===== src/rtl/dwxz_grad_accum_if.sv =====
// Handshake bundle between the dh/dWxz stage and the Wxz gradient accumulator.
// master = upstream sample/weight source, slave = dwxz_grad_accum.
interface dwxz_grad_accum_if #(
    parameter int unsigned DATABIT = 16,
    parameter int unsigned CNTBIT  = 3
);
    localparam int unsigned WNUM = 4 * DATABIT;

    logic                      start;
    logic                      in_valid;
    logic signed [DATABIT-1:0] grad_0;
    logic signed [DATABIT-1:0] grad_1;
    logic signed [DATABIT-1:0] grad_2;
    logic signed [DATABIT-1:0] grad_3;
    logic [WNUM-1:0]           w_in;
    logic [WNUM-1:0]           w_out;
    logic                      w_valid;
    logic                      busy;
    logic [CNTBIT-1:0]         step_cnt;
    logic                      ovf;

    modport master (
        output start, in_valid, grad_0, grad_1, grad_2, grad_3, w_in,
        input  w_out, w_valid, busy, step_cnt, ovf
    );

    modport slave (
        input  start, in_valid, grad_0, grad_1, grad_2, grad_3, w_in,
        output w_out, w_valid, busy, step_cnt, ovf
    );
endinterface


===== src/rtl/dwxz_grad_accum.sv =====
// Accumulates four gradient lanes over a BPTT sequence, then applies a
// shift-scaled SGD step to the Wxz weights with saturation.
module dwxz_grad_accum #(
    parameter int unsigned DATABIT  = 16,
    parameter int unsigned ACCBIT   = 24,
    parameter int unsigned T_STEPS  = 4,
    parameter int unsigned CNTBIT   = 3,
    parameter int unsigned LR_SHIFT = 2,
    parameter int unsigned WNUM     = 64
) (
    input  logic          clk,
    input  logic          rst_n,
    dwxz_grad_accum_if.slave bus
);
    localparam int unsigned SUMBIT = ACCBIT + 1;
    localparam int unsigned HIBIT  = SUMBIT - DATABIT + 1;

    localparam logic [1:0] IDLE   = 2'b00;
    localparam logic [1:0] ACCUM  = 2'b01;
    localparam logic [1:0] UPDATE = 2'b10;

    localparam logic [ACCBIT-1:0]  ACC_MIN  = {1'b1, {(ACCBIT-1){1'b0}}};
    localparam logic [ACCBIT-1:0]  ACC_MAX  = {1'b0, {(ACCBIT-1){1'b1}}};
    localparam logic [DATABIT-1:0] DATA_MIN = {1'b1, {(DATABIT-1){1'b0}}};
    localparam logic [DATABIT-1:0] DATA_MAX = {1'b0, {(DATABIT-1){1'b1}}};

    logic [1:0]                state, state_nxt;
    logic signed [ACCBIT-1:0]  acc      [4];
    logic signed [ACCBIT-1:0]  acc_nxt  [4];
    logic signed [SUMBIT-1:0]  acc_sum  [4];
    logic signed [ACCBIT-1:0]  acc_shr  [4];
    logic signed [SUMBIT-1:0]  w_diff   [4];
    logic signed [DATABIT-1:0] grad     [4];
    logic [HIBIT-1:0]          w_hi     [4];
    logic [WNUM-1:0]           w_nxt;
    logic                      acc_clip;
    logic                      w_clip;
    logic                      last_sample;

    logic [WNUM-1:0]           w_out;
    logic                      w_valid;
    logic                      busy;
    logic [CNTBIT-1:0]         step_cnt;
    logic                      ovf;

    assign grad[0] = bus.grad_0;
    assign grad[1] = bus.grad_1;
    assign grad[2] = bus.grad_2;
    assign grad[3] = bus.grad_3;

    assign last_sample = bus.in_valid && (step_cnt == CNTBIT'(T_STEPS - 1));

    // State register; busy is registered from the next state
    always_ff @(posedge clk or negedge rst_n) begin
        if (!rst_n) begin
            state <= IDLE;
            busy  <= 1'b0;
        end else begin
            state <= state_nxt;
            busy  <= (state_nxt != IDLE);
        end
    end

    // Next-state logic; start always wins and (re)enters ACCUM
    always_comb begin
        state_nxt = state;
        case (state)
            IDLE:    if (bus.start) state_nxt = ACCUM;
            ACCUM:   if (bus.start) state_nxt = ACCUM;
                     else if (last_sample) state_nxt = UPDATE;
            UPDATE:  state_nxt = bus.start ? ACCUM : IDLE;
            default: state_nxt = IDLE;
        endcase
    end

    // Saturating lane accumulate and saturating weight step
    always_comb begin
        acc_clip = 1'b0;
        w_clip   = 1'b0;
        w_nxt    = '0;
        for (int k = 0; k < 4; k++) begin
            acc_sum[k] = SUMBIT'(acc[k]) + SUMBIT'(grad[k]);
            if (acc_sum[k][ACCBIT] != acc_sum[k][ACCBIT-1]) begin
                acc_nxt[k] = acc_sum[k][ACCBIT] ? ACC_MIN : ACC_MAX;
                acc_clip   = 1'b1;
            end else begin
                acc_nxt[k] = acc_sum[k][ACCBIT-1:0];
            end
            acc_shr[k] = acc[k] >>> LR_SHIFT;
            w_diff[k]  = SUMBIT'(signed'(bus.w_in[k*DATABIT +: DATABIT])) - SUMBIT'(acc_shr[k]);
            w_hi[k]    = w_diff[k][ACCBIT:DATABIT-1];
            if ((&w_hi[k]) || !(|w_hi[k])) begin
                w_nxt[k*DATABIT +: DATABIT] = w_diff[k][DATABIT-1:0];
            end else begin
                w_nxt[k*DATABIT +: DATABIT] = w_diff[k][ACCBIT] ? DATA_MIN : DATA_MAX;
                w_clip = 1'b1;
            end
        end
    end

    // Datapath registers
    always_ff @(posedge clk or negedge rst_n) begin
        if (!rst_n) begin
            acc      <= '{default: '0};
            step_cnt <= '0;
            w_out    <= '0;
            w_valid  <= 1'b0;
            ovf      <= 1'b0;
        end else begin
            w_valid <= 1'b0;
            if (bus.start) begin
                acc      <= '{default: '0};
                step_cnt <= '0;
                ovf      <= 1'b0;
            end else if (state == ACCUM && bus.in_valid) begin
                acc      <= acc_nxt;
                ovf      <= ovf | acc_clip;
                step_cnt <= last_sample ? '0 : step_cnt + 1'b1;
            end else if (state == UPDATE) begin
                w_out   <= w_nxt;
                w_valid <= 1'b1;
                ovf     <= ovf | w_clip;
            end
        end
    end

    assign bus.w_out    = w_out;
    assign bus.w_valid  = w_valid;
    assign bus.busy     = busy;
    assign bus.step_cnt = step_cnt;
    assign bus.ovf      = ovf;
endmodule


===== src/flat_wrapper.sv =====
// flat-port wrapper written by rule: the top's interface ports become plain ports
module dwxz_grad_accum_flat 
#(
    parameter int unsigned DATABIT  = 16,
    parameter int unsigned ACCBIT   = 24,
    parameter int unsigned T_STEPS  = 4,
    parameter int unsigned CNTBIT   = 3,
    parameter int unsigned LR_SHIFT = 2,
    parameter int unsigned WNUM     = 64
)
  (clk, rst_n, bus_start, bus_in_valid, bus_grad_0, bus_grad_1, bus_grad_2, bus_grad_3, bus_w_in, bus_w_out, bus_w_valid, bus_busy, bus_step_cnt, bus_ovf);
  dwxz_grad_accum_if #(.DATABIT(DATABIT), .CNTBIT(CNTBIT)) bus_i ();
  input  logic clk;
  input  logic rst_n;
  input wire logic [$bits(bus_i.start)-1:0] bus_start;
  input wire logic [$bits(bus_i.in_valid)-1:0] bus_in_valid;
  input wire logic [$bits(bus_i.grad_0)-1:0] bus_grad_0;
  input wire logic [$bits(bus_i.grad_1)-1:0] bus_grad_1;
  input wire logic [$bits(bus_i.grad_2)-1:0] bus_grad_2;
  input wire logic [$bits(bus_i.grad_3)-1:0] bus_grad_3;
  input wire logic [$bits(bus_i.w_in)-1:0] bus_w_in;
  output wire logic [$bits(bus_i.w_out)-1:0] bus_w_out;
  output wire logic [$bits(bus_i.w_valid)-1:0] bus_w_valid;
  output wire logic [$bits(bus_i.busy)-1:0] bus_busy;
  output wire logic [$bits(bus_i.step_cnt)-1:0] bus_step_cnt;
  output wire logic [$bits(bus_i.ovf)-1:0] bus_ovf;
  assign bus_i.start = bus_start;
  assign bus_i.in_valid = bus_in_valid;
  assign bus_i.grad_0 = bus_grad_0;
  assign bus_i.grad_1 = bus_grad_1;
  assign bus_i.grad_2 = bus_grad_2;
  assign bus_i.grad_3 = bus_grad_3;
  assign bus_i.w_in = bus_w_in;
  assign bus_w_out = bus_i.w_out;
  assign bus_w_valid = bus_i.w_valid;
  assign bus_busy = bus_i.busy;
  assign bus_step_cnt = bus_i.step_cnt;
  assign bus_ovf = bus_i.ovf;
  dwxz_grad_accum #(.DATABIT(DATABIT), .ACCBIT(ACCBIT), .T_STEPS(T_STEPS), .CNTBIT(CNTBIT), .LR_SHIFT(LR_SHIFT), .WNUM(WNUM)) u_core (.clk(clk), .rst_n(rst_n), .bus(bus_i));
endmodule

===== config.mk =====
export PLATFORM = sky130hd
export DESIGN_NAME = dwxz_grad_accum_flat
export DESIGN_NICKNAME = d
export VERILOG_FILES = /design/src/rtl/dwxz_grad_accum_if.sv /design/src/rtl/dwxz_grad_accum.sv /design/src/flat_wrapper.sv
export SDC_FILE = /design/constraint.sdc
export NUM_CORES = 1
export LEC_CHECK = 0
export ABC_AREA = 1
export CORE_UTILIZATION = 30
export DETAILED_ROUTE_END_ITERATION = 10
export SLEW_MARGIN = 20
export SYNTH_ARGS = -nofsm -noshare
export SYNTH_HDL_FRONTEND = slang
export SYNTH_SLANG_ARGS = --single-unit

===== constraint.sdc =====
create_clock -name clk -period 5.4 [get_ports clk]
set_input_delay 1.08 -clock clk [delete_from_list [all_inputs] [get_ports clk]]
set_output_delay 1.08 -clock clk [all_outputs]
set_load 0.02 [all_outputs]

==> key figures, run 1 <==
Timing
  • RSZ-0062 raised after global routing: no
  • Fmax: 0.2262 GHz
  • Max_slew headroom: 43.08%
  • Setup violations, final: 0
  • Final period utilization: 81.88%
  • Clock Skew: 13.76 ps
  • Final setup TNS: 0 ps
  • Final Hold Viols: 0
  • Final Max Slew Viols: 0
  • Tmin final: 4421 ps
  • Worst slew pin tran: 853.8 ps

Clock tree
  • Longest Clk Path Bufs: 2
  • Num CTS Buffers: 17
  • Clock latency on the worst-skew pair: 500 ps
  • Hold buffers post-CTS: 0
  • H-tree depth: 4
  • Root buf cell: clkbuf_16
  • Post-CTS sizing: 0
  • CTS tree: done
  • Postcts setup bufs: 0
  • Clock Sinks: 168
  • CTS clk-pin slew, worst paths: 70 ps

Global route
  • Initial antenna violation count: 2
  • Global route overflow: 0
  • Gr usage total: 18.96%
  • Largest net degree at the start of global routing: 95
  • Vias in the first global route: 17240
  • First-pass GRT wire length: 91200 um

Worst setup path
  • CP dominant cell by count: nand2_1
  • Critical path capture point type: register
  • Slowest CP cell: clkdlybuf4s50_1
  • Worst path max stage delay: 620 ps
  • Crit-path cells: clkdlybuf4s50_1 -> ha_1 -> nand2_1 -> nor3_1 -> nand4_1 -> nand3_1 -> nand2_1 -> nand3_1 -> xor2_1 -> inv_1 -> ha_1 -> buf_4 -> nor4_1 -> nand3_1 -> nand2_1 -> inv_1 -> nand2_1 -> a21oi_1
  • CP Max Fanout: 10
  • Cell depth of the worst flop-to-flop path: 15
  • WS Path Type: input pin to register
  • Cell family with most CP delay: simple AND/OR/NAND/NOR gates
  • CP bufs+invs: 4
  • Req. time, crit path: 5770 ps
  • Arr. time, crit path: 4790 ps
  • Critical Path Source Type: input pin
  • Levels on crit path: 18

Die
  • Die Y: 247.9 um
  • Die ar.: 61470 um^2
  • CORE AREA: 59350 um^2
  • Initial core utilization: 30.57%
  • I/O Pins: 202
  • Chip width: 247.9 um
  • Rows: 89

Logic synthesis
  • Mapped cell area: 18140 um^2
  • Synth Flop Type: dfrtp_1
  • Warnings, synthesis: 0
  • Sequential share of the synthesized area: 23.17%
  • Distinct cells, synth: 51
  • Mapped Cells: 2799
  • Post-synth EDFFs: 0
  • Mapped Nets: 3130
  • Yosys reg bits: 168
  • Synth async-reset ratio: 100.0%
  • Syn_area_per_cell: 6.482 um^2

Finish
  • Layout cells sized above 1: 4.668%
  • Diodes inserted: 0
  • Final Core Density: 36.37%
  • # nets final: 3317
  • Area Growth Syn to Fin: 18.99%

Job
  • Max Cap Viol: 0

Min path
  • Hold Crit Class: register to register
  • Hold path depth: 2

Route
  • Routed WL: 57760 um
  • DR vias: 18370
  • Violation count after the first detailed-route iteration: 1065
  • Post-DRT Antenna Nets: 0
  • DRC errors left: 0
  • Vias per cell: 4.870
  • Avg WL per Cell: 15.31 um
  • First drt pass iteration count: 6

Place
  • Routability cong.: 0.9327
  • I/O Buffers: 201
  • Dpl hpwl: 47490 um

Power and ir drop
  • Total chip power: 9.823 mW
  • PD cells: 455.0 nW/um^2
  • Maximum VDD drop: 0.2126 mV
  • LEAKAGE: 10.68 nW

Outcome
  • Result of the run: complete, no violations
==> metrics by stage <==
step           setup WS, ps  cells  hold slack, ps  instance area (um^2)
2_1_floorplan          1804   2799           437.8                 18140
3_3_place_gp          585.0   3740           466.8                 20990
5_1_grt               656.9   3772           510.4                 21590
4_1_cts                1031   3772           491.2                 21590
3_5_place_dp          483.4   3740           473.7                 20990
6_report              978.7   3772           485.2                 21590
==> synth_stat cells (6+ instances only) <==
cell type | number | area (um^2)
nand2_1 | 746 | 2800
inv_1 | 426 | 1599
nor2_1 | 277 | 1040
a21oi_1 | 200 | 1001
ha_1 | 191 | 2390
dfrtp_1 | 168 | 4204
o21ai_0 | 140 | 700.7
nand3_1 | 123 | 615.6
xor2_1 | 65 | 569.3
o22ai_1 | 59 | 369.1
nand4_1 | 51 | 319.1
a31oi_1 | 47 | 294.0
clkbuf_1 | 26 | 97.59
xnor2_1 | 26 | 227.7
nor3_1 | 24 | 120.1
o21bai_1 | 23 | 172.7
a21oi_2 | 22 | 192.7
nand2_2 | 21 | 131.4
a21o_1 | 20 | 150.1
nor2_2 | 14 | 87.58
o21ai_1 | 13 | 65.06
nand3b_1 | 12 | 90.09
or2_2 | 9 | 56.30
fa_1 | 8 | 160.2
nor4_1 | 8 | 50.05
buf_6 | 7 | 78.83
inv_2 | 7 | 26.28
o21a_1 | 7 | 52.55
buf_4 | 6 | 45.04
==> flip-flops by register name (all words and copies together) (netlist names) <==
| register | count |
|---|---|
| u_core.state | 2 |
| u_core.bus.ovf | 1 |
| u_core.acc | 96 |
| u_core.bus.w_valid | 1 |
| u_core.bus.w_out | 64 |
| u_core.bus.step_cnt | 3 |
| u_core.bus.busy | 1 |
==> tightest hold or removal path: cells and delay by family, from the launching register on <==
family,cells,cell delay (ps)
AOI/OAI and AO/OA,1,60
DFF,1,350
and+or+nand+nor,1,50
==> cell usage in the layout (no fill, tap or decap), types with 5 or more instances in the layout <==
cell and instances:
a21o_1 20, a21oi_1 200, a21oi_2 22, a31oi_1 47
and2_1 5, buf_4 10, clkbuf_16 17, clkdlybuf4s50_1 200
dfrtp_1 168, fa_1 8, ha_1 191, inv_1 426
inv_2 7, nand2_1 745, nand2_2 21, nand2_4 5
nand3_1 123, nand3b_1 12, nand4_1 51, nor2_1 275
nor2_2 15, nor3_1 24, nor4_1 8, o21a_1 7
o21ai_0 140, o21ai_1 13, o21ai_2 5, o21bai_1 23
o22ai_1 59, or2_2 9, xnor2_1 26, xor2_1 65
==> path summary, 6_finish.rpt <==
path | slack [ps] | end | startpoint
setup / recovery | 980 | u_core.bus.ovf$_DFFE_PN0P_ | bus_grad_2[15]
hold / removal | 490 | u_core.bus.w_out[47]$_DFFE_PN0P_ | u_core.bus.w_out[47]$_DFFE_PN0P_
setup reg to reg | 1810 | u_core.bus.ovf$_DFFE_PN0P_ | u_core.acc[24]$_DFFE_PN0P_
hold reg to reg | 490 | u_core.bus.w_out[47]$_DFFE_PN0P_ | u_core.bus.w_out[47]$_DFFE_PN0P_
max in group asynchronous | 3620 | u_core.acc[62]$_DFFE_PN0P_ | rst_n
min in group asynchronous | 660 | u_core.bus.w_out[14]$_DFFE_PN0P_ | rst_n
==> area by class of cell <==
cell class	instances	area, um^2
clock inverters	12	140.1
inverters	433	1625
multi-input cells	2154	12090
flip-flops and latches	168	4204
fillers	6465	37760
repair buffers	212	2111
well taps	773	967.2
clock buffers	20	456.7
==> report_power, final <==
group / internal (mW) / leakage (nW) / switching [mW]
Clock: 0.711 / 0.284 / 0.615
Sequential: 1.55 / 2.17 / 0.183
Combinational: 2.38 / 8.23 / 4.38
==> kinds of logic (layout without fill, tap and decap cells) <==
family	after synthesis	count (layout)	synth area share, %
and+or+nand+nor	1305	1305	30.27
AOI/OAI and AO/OA	559	559	17.80
buffers and inverters	477	677	10.32
adders and majority gates	199	199	14.05
DFF	168	168	23.17
xor gates and xnor gates	91	91	4.393
==> per-layer routing <==
layer	share of wire [%]	track usage (%)	up-vias
met5	0.048	0	-
met4	2.1	5.900	4
met3	3.9	2.779	66
met2	46	30.77	335
met1	48	25.74	8398
li1	-	-	9567
(Power assumes the default switching activity.)
==> run 2: changes to the inputs <==
- clock period: 5.4 -> 3.9 ns (I/O delays scaled with it)
==> run 2 against run 1 <==
  * Cell area grew 4.3%
  * Critical endpoint unchanged
  * First-iteration DRC count shrank 8.4%
  * Wire length grew 2.4%
  * Non-clock buffer count grew 118
  * Clock skew grew 5.2 ps
  * Combinational power grew 51%
  * Clock power grew 34%
  * Total power grew 46%
  * Largest power group unchanged
  * Via count grew 1.8%
==> key figures, run 2 (synthesis gave the netlist of run 1 again) <==
Die
  • Initial core utilization: 30.57%
  • Chip width: 247.9 um
  • Die Y: 247.9 um
  • Rows: 89
  • CORE AREA: 59350 um^2
  • Die ar.: 61470 um^2
  • I/O Pins: 202

Power and ir drop
  • LEAKAGE: 11.25 nW
  • PD cells: 637.8 nW/um^2
  • Total chip power: 14.36 mW
  • Maximum VDD drop: 0.3864 mV

Worst setup path
  • Critical Path Source Type: input pin
  • CP Max Fanout: 5
  • CP bufs+invs: 5
  • Worst path max stage delay: 550 ps
  • WS Path Type: input pin to register
  • Critical path capture point type: register
  • Req. time, crit path: 4280 ps
  • Arr. time, crit path: 3900 ps
  • Cell family with most CP delay: simple AND/OR/NAND/NOR gates
  • Crit-path cells: clkdlybuf4s50_1 -> buf_4 -> ha_1 -> inv_1 -> nor4_1 -> inv_1 -> nor2_1 -> nand3_1 -> nand3_1 -> xor2_1 -> ha_1 -> nor4_1 -> nand3_1 -> nand2_1 -> inv_1 -> nand2_1 -> a21oi_1
  • Slowest CP cell: clkdlybuf4s50_1

Finish
  • Max reg flops: 96
  • Most common cell after layout, fill and taps aside: nand2_1
  • # nets final: 3435
  • Layout cells sized above 1: 8.277%
  • Biggest register: u_core.acc
  • Area Growth Syn to Fin: 24.09%
  • Diodes inserted: 0
  • Top flop regs: u_core.acc: 96 flops, u_core.bus.w_out: 64 flops, u_core.bus.step_cnt: 3 flops
  • Commonest cells after routing, fill and taps aside: 745 x nand2_1, 426 x inv_1, 275 x nor2_1

Clock tree
  • CTS tree: done
  • Hold buffers post-CTS: 0
  • Post-CTS sizing: 0
  • Longest Clk Path Bufs: 2
  • Clock latency on the worst-skew pair: 510 ps
  • Num CTS Buffers: 17
  • H-tree depth: 4
  • Postcts setup bufs: 0
  • CTS clk-pin slew, worst paths: 70 ps
  • Root buf cell: clkbuf_16
  • Clock Sinks: 168

Job
  • Max Cap Viol: 0

Timing
  • Tmin final: 3524 ps
  • Fmax: 0.2838 GHz
  • Final setup TNS: 0 ps
  • Max_slew headroom: 54.44%
  • Final Max Slew Viols: 0
  • Final period utilization: 90.35%
  • Clock Skew: 18.99 ps
  • Worst slew pin tran: 682.7 ps
  • RSZ-0062 raised after global routing: no
  • Final Hold Viols: 0
  • Fin worst setup slack: 376.4 ps
  • Setup violations, final: 0

Global route
  • Global route overflow: 0
  • Initial antenna violation count: 2
  • Largest net degree at the start of global routing: 61
  • Vias in the first global route: 18230
  • Gr usage total: 19.44%
  • First-pass GRT wire length: 93290 um

Route
  • First drt pass iteration count: 5
  • DRC errors left: 0
  • Routed WL: 59150 um
  • DR vias: 18690
  • Avg WL per Cell: 15.21 um
  • Violation count after the first detailed-route iteration: 976
  • Post-DRT Antenna Nets: 0
  • Vias per cell: 4.805

Outcome
  • Result of the run: complete, no violations

Place
  • I/O Buffers: 201
  • Dpl hpwl: 49080 um
  • Pre-CTS WS: -129.8 ps
  • Routability cong.: 0.9323

Min path
  • Hold Crit Class: input pin to asynchronous set/reset pin
-- run 2: cell count changes in the layout (fill, tap and decap cells not counted) --
cell,change
clkinv_4,+1
buf_12,+5
bufinv_16,-1
clkinvlp_4,+1
inv_6,-1
buf_4,+113
-- run 2: area by class of cell --
class | count | area (um^2)
inverters | 433 | 1625
flip-flops and latches | 168 | 4204
clock inverters | 12 | 117.6
fillers | 6387 | 36840
well taps | 773 | 967.2
clock buffers | 20 | 456.7
repair buffers | 330 | 3059
multi-input cells | 2154 | 12090
-- run 2: metrics by stage --
step	area [um^2]	instances	hold slack [ps]	util, %
CTS	22520	3890	253.5	37.93
floorplan	18140	2799	437.8	-
global route	22520	3890	291.5	37.93
finish	22520	3890	272.3	37.93
detailed placement	21940	3858	470.1	36.97
global placement	21940	3858	471.9	36.97
-- run 2: power by group --
| group | total [mW] | internal, mW | switching [mW] |
|---|---|---|---|
| Sequential | 2.40 | 2.14 | 0.254 |
| Clock | 1.78 | 0.918 | 0.863 |
| Combinational | 10.2 | 3.97 | 6.22 |
| Total | 14.4 | 7.03 | 7.33 |
-- run 2: layer usage --
layer | track usage, % | vias up | part of all wire, %
met3 | 3.417 | 87 | 4.5
met1 | 25.43 | 8410 | 47
met4 | 6.622 | 4 | 2.6
met2 | 32.03 | 358 | 46
li1 | - | 9834 | -
met5 | 0 | - | 0.039
-- run 2: final timing paths --
kind                                            start                          endpoint  slack, ps  cells past startpoint
hold reg to reg             u_core.state[0]$_DFF_PN0_         u_core.bus.busy$_DFF_PN0_        490                      1
hold / removal                                  rst_n  u_core.bus.w_out[14]$_DFFE_PN0P_        270                      1
min in group clk            u_core.state[0]$_DFF_PN0_         u_core.bus.busy$_DFF_PN0_        490                      1
setup reg to reg           u_core.acc[36]$_DFFE_PN0P_        u_core.acc[42]$_DFFE_PN0P_        800                     17
setup / recovery                       bus_grad_1[15]        u_core.bus.ovf$_DFFE_PN0P_        380                     17
max in group asynchronous                       rst_n  u_core.bus.w_out[42]$_DFFE_PN0P_       2790                      2
==> run 3: changes to the inputs <==
- CORE_UTILIZATION: 30 -> 59
- PLACE_DENSITY: not set -> 0.83
- clock period: 3.9 -> 3.4 ns (I/O delays scaled with it)
==> run 3 against run 2 <==
  * Cell area up 6.2%
  * Sequential power up 16%
  * Hold slack worse by 86 ps
  * Sequential share of layout area down 1.1 points
  * Die area down 49%
  * Flip-flop and latch count unchanged
  * Critical path type unchanged
  * Largest power group unchanged
==> key figures, run 3 (synthesis gave the netlist of run 1 again) <==
Power and ir drop
  • Flop pwr share: 15.2%
  • P_sw: 9.146 mW
  • Clock network power share: 11.3%
  • Sw frac: 49.89%
  • PD cells: 767.0 nW/um^2
  • Internal power component: 9.188 mW
  • Maximum VDD drop: 0.5635 mV
  • Comb power frac: 73.6%
  • LEAKAGE: 12.35 nW

Clock tree
  • Clock Sinks: 168
  • CTS clk-pin slew, worst paths: 70 ps
  • Longest Clk Path Bufs: 2
  • H-tree depth: 4
  • CTS tree: done
  • Num CTS Buffers: 17
  • Hold buffers post-CTS: 0
  • Clock latency on the worst-skew pair: 450 ps
  • Root buf cell: clkbuf_16

Global route
  • Gr usage total: 39.32%
  • Vias in the first global route: 21110
  • Largest net degree at the start of global routing: 87
  • Global route overflow: 0
  • First-pass GRT wire length: 99200 um
  • Initial antenna violation count: 2

Die
  • Chip width: 177.4 um
  • Die Y: 177.4 um
  • Initial core utilization: 60.57%
  • Die ar.: 31460 um^2
  • CORE AREA: 29950 um^2
  • Rows: 63
  • I/O Pins: 202

Worst setup path
  • Arr. time, crit path: 3640 ps
  • Critical path capture point type: register
  • Critical Path Source Type: input pin
  • Critical R2R Launch: u_core.acc[50]$_DFFE_PN0P_
  • CP Max Fanout: 7
  • Req. time, crit path: 3700 ps
  • WS Path Type: input pin to register
  • Worst Setup SP: bus_grad_0[0]

Finish
  • Biggest register: u_core.acc
  • Non-filler cells, final: 3719
  • Top flop regs: u_core.acc: 96 flops, u_core.bus.w_out: 64 flops, u_core.bus.step_cnt: 3 flops
  • Fillers: 2207
  • # nets final: 3646
  • Most common cell after layout, fill and taps aside: nand2_1
  • Commonest cells after routing, fill and taps aside: 744 x nand2_1, 424 x inv_1, 331 x buf_4
  • Max reg flops: 96
  • Area Growth Syn to Fin: 31.76%
  • Layout cells sized above 1: 14.99%

Route
  • DR vias: 21270
  • Violation count after the first detailed-route iteration: 1895
  • Post-DRT Antenna Nets: 0
  • First drt pass iteration count: 8
  • Routed WL: 61740 um
  • DRC errors left: 0
  • Vias per cell: 5.720
  • Avg WL per Cell: 16.60 um

Place
  • Dpl hpwl: 49200 um
  • Pre-CTS WS: -537.8 ps
  • DP Cell Count: 3684
  • I/O Buffers: 201
  • Routability cong.: 1.025

Timing
  • Tmin final: 3343 ps
  • Setup violations, final: 0
  • Max_slew headroom: 61.08%
  • Worst slew pin tran: 583.1 ps
  • Clock Skew: 11.26 ps
  • Final Hold Viols: 0
  • Final setup TNS: 0 ps
  • Fin worst setup slack: 57.11 ps
  • Fmax: 0.2991 GHz
  • Final Max Slew Viols: 0
  • Final period utilization: 98.32%
  • Fin Hold WS: 186.7 ps

Outcome
  • Result of the run: complete, no violations

Job
  • Max Cap Viol: 0

Min path
  • Hold Crit Class: input pin to asynchronous set/reset pin
## run 3: cell count changes in the layout (fill, tap and decap cells not counted), sizes merged, moves of 2 or more
| cell | before | now |
|---|---|---|
| clkbuf | 21 | 19 |
| dlymetal6s2s | 0 | 5 |
| clkdlybuf4s50 | 200 | 194 |
| buf | 129 | 341 |
## run 3: final cells by class
class / count / area (um^2) / area share, %
diodes: 1 / 2.502 / 0.01047
clock buffers: 19 / 452.9 / 1.895
clock inverters: 13 / 145.1 / 0.6071
inverters: 433 / 1628 / 6.809
multi-input cells: 2154 / 12300 / 51.43
flip-flops and latches: 168 / 4204 / 17.59
well taps: 390 / 488.0 / 2.041
repair buffers: 541 / 4690 / 19.62
## run 3: worst max-delay path: stages
cell	delay, ps
clkdlybuf4s50_1	570
ha_1	210
inv_1	60
fa_1	360
inv_1	80
nand2_1	70
o21ai_1	200
a21oi_2	100
o21ai_2	190
nand2_1	100
nand3_1	80
nand2_1	70
nand4_1	170
nand2_2	100
buf_4	180
o21ai_0	240
o21ai_0	170
## run 3: metrics by stage
step | util [%] | total power [mW] | cell area [um^2]
after floorplan | - | 10.64 | 18140
after CTS | 79.06 | 17.72 | 23680
after global placement | 76.98 | 15.08 | 23060
after detailed placement | 76.98 | 15.55 | 23060
after global routing | 79.80 | 19.75 | 23900
final | 79.81 | 18.33 | 23910
## run 3: power groups by stage
stage	Combinational [mW]	Clock (mW)	Sequential, mW
3_3_place_gp	12.3	0	2.78
4_1_cts	12.9	2.07	2.76
2_1_floorplan	7.87	0	2.76
3_5_place_dp	12.7	0	2.80
5_1_grt	14.8	2.14	2.81
6_report	13.5	2.07	2.78
## run 3: repair_timing
item / CTS / global route
gates resized for setup: 5 / 42
buffers inserted: 0 / 2
setup endpoints to repair: 7 / 97
pin swaps: 0 / 8
## run 3: path summary, 6_finish.rpt
kind / endpoint / slack, ps / depth (start not counted)
min in group clk: u_core.bus.busy$_DFF_PN0_ / 480 / 1
worst max-delay path: u_core.acc[86]$_DFFE_PN0P_ / 60 / 17
worst min register to register: u_core.bus.busy$_DFF_PN0_ / 480 / 1
max in group asynchronous: u_core.acc[40]$_DFFE_PN0P_ / 2340 / 2
worst max register to register: u_core.acc[70]$_DFFE_PN0P_ / 290 / 17
worst min-delay path: u_core.bus.w_out[12]$_DFFE_PN0P_ / 190 / 1
## run 3: routing by layer
layer	wire length (um)	track usage, %	vias up
met5	17	0	-
met4	2763	18.70	2
met3	4765	6.041	209
met2	29660	68.49	1031
met1	24530	47.23	9790
li1	-	-	10240
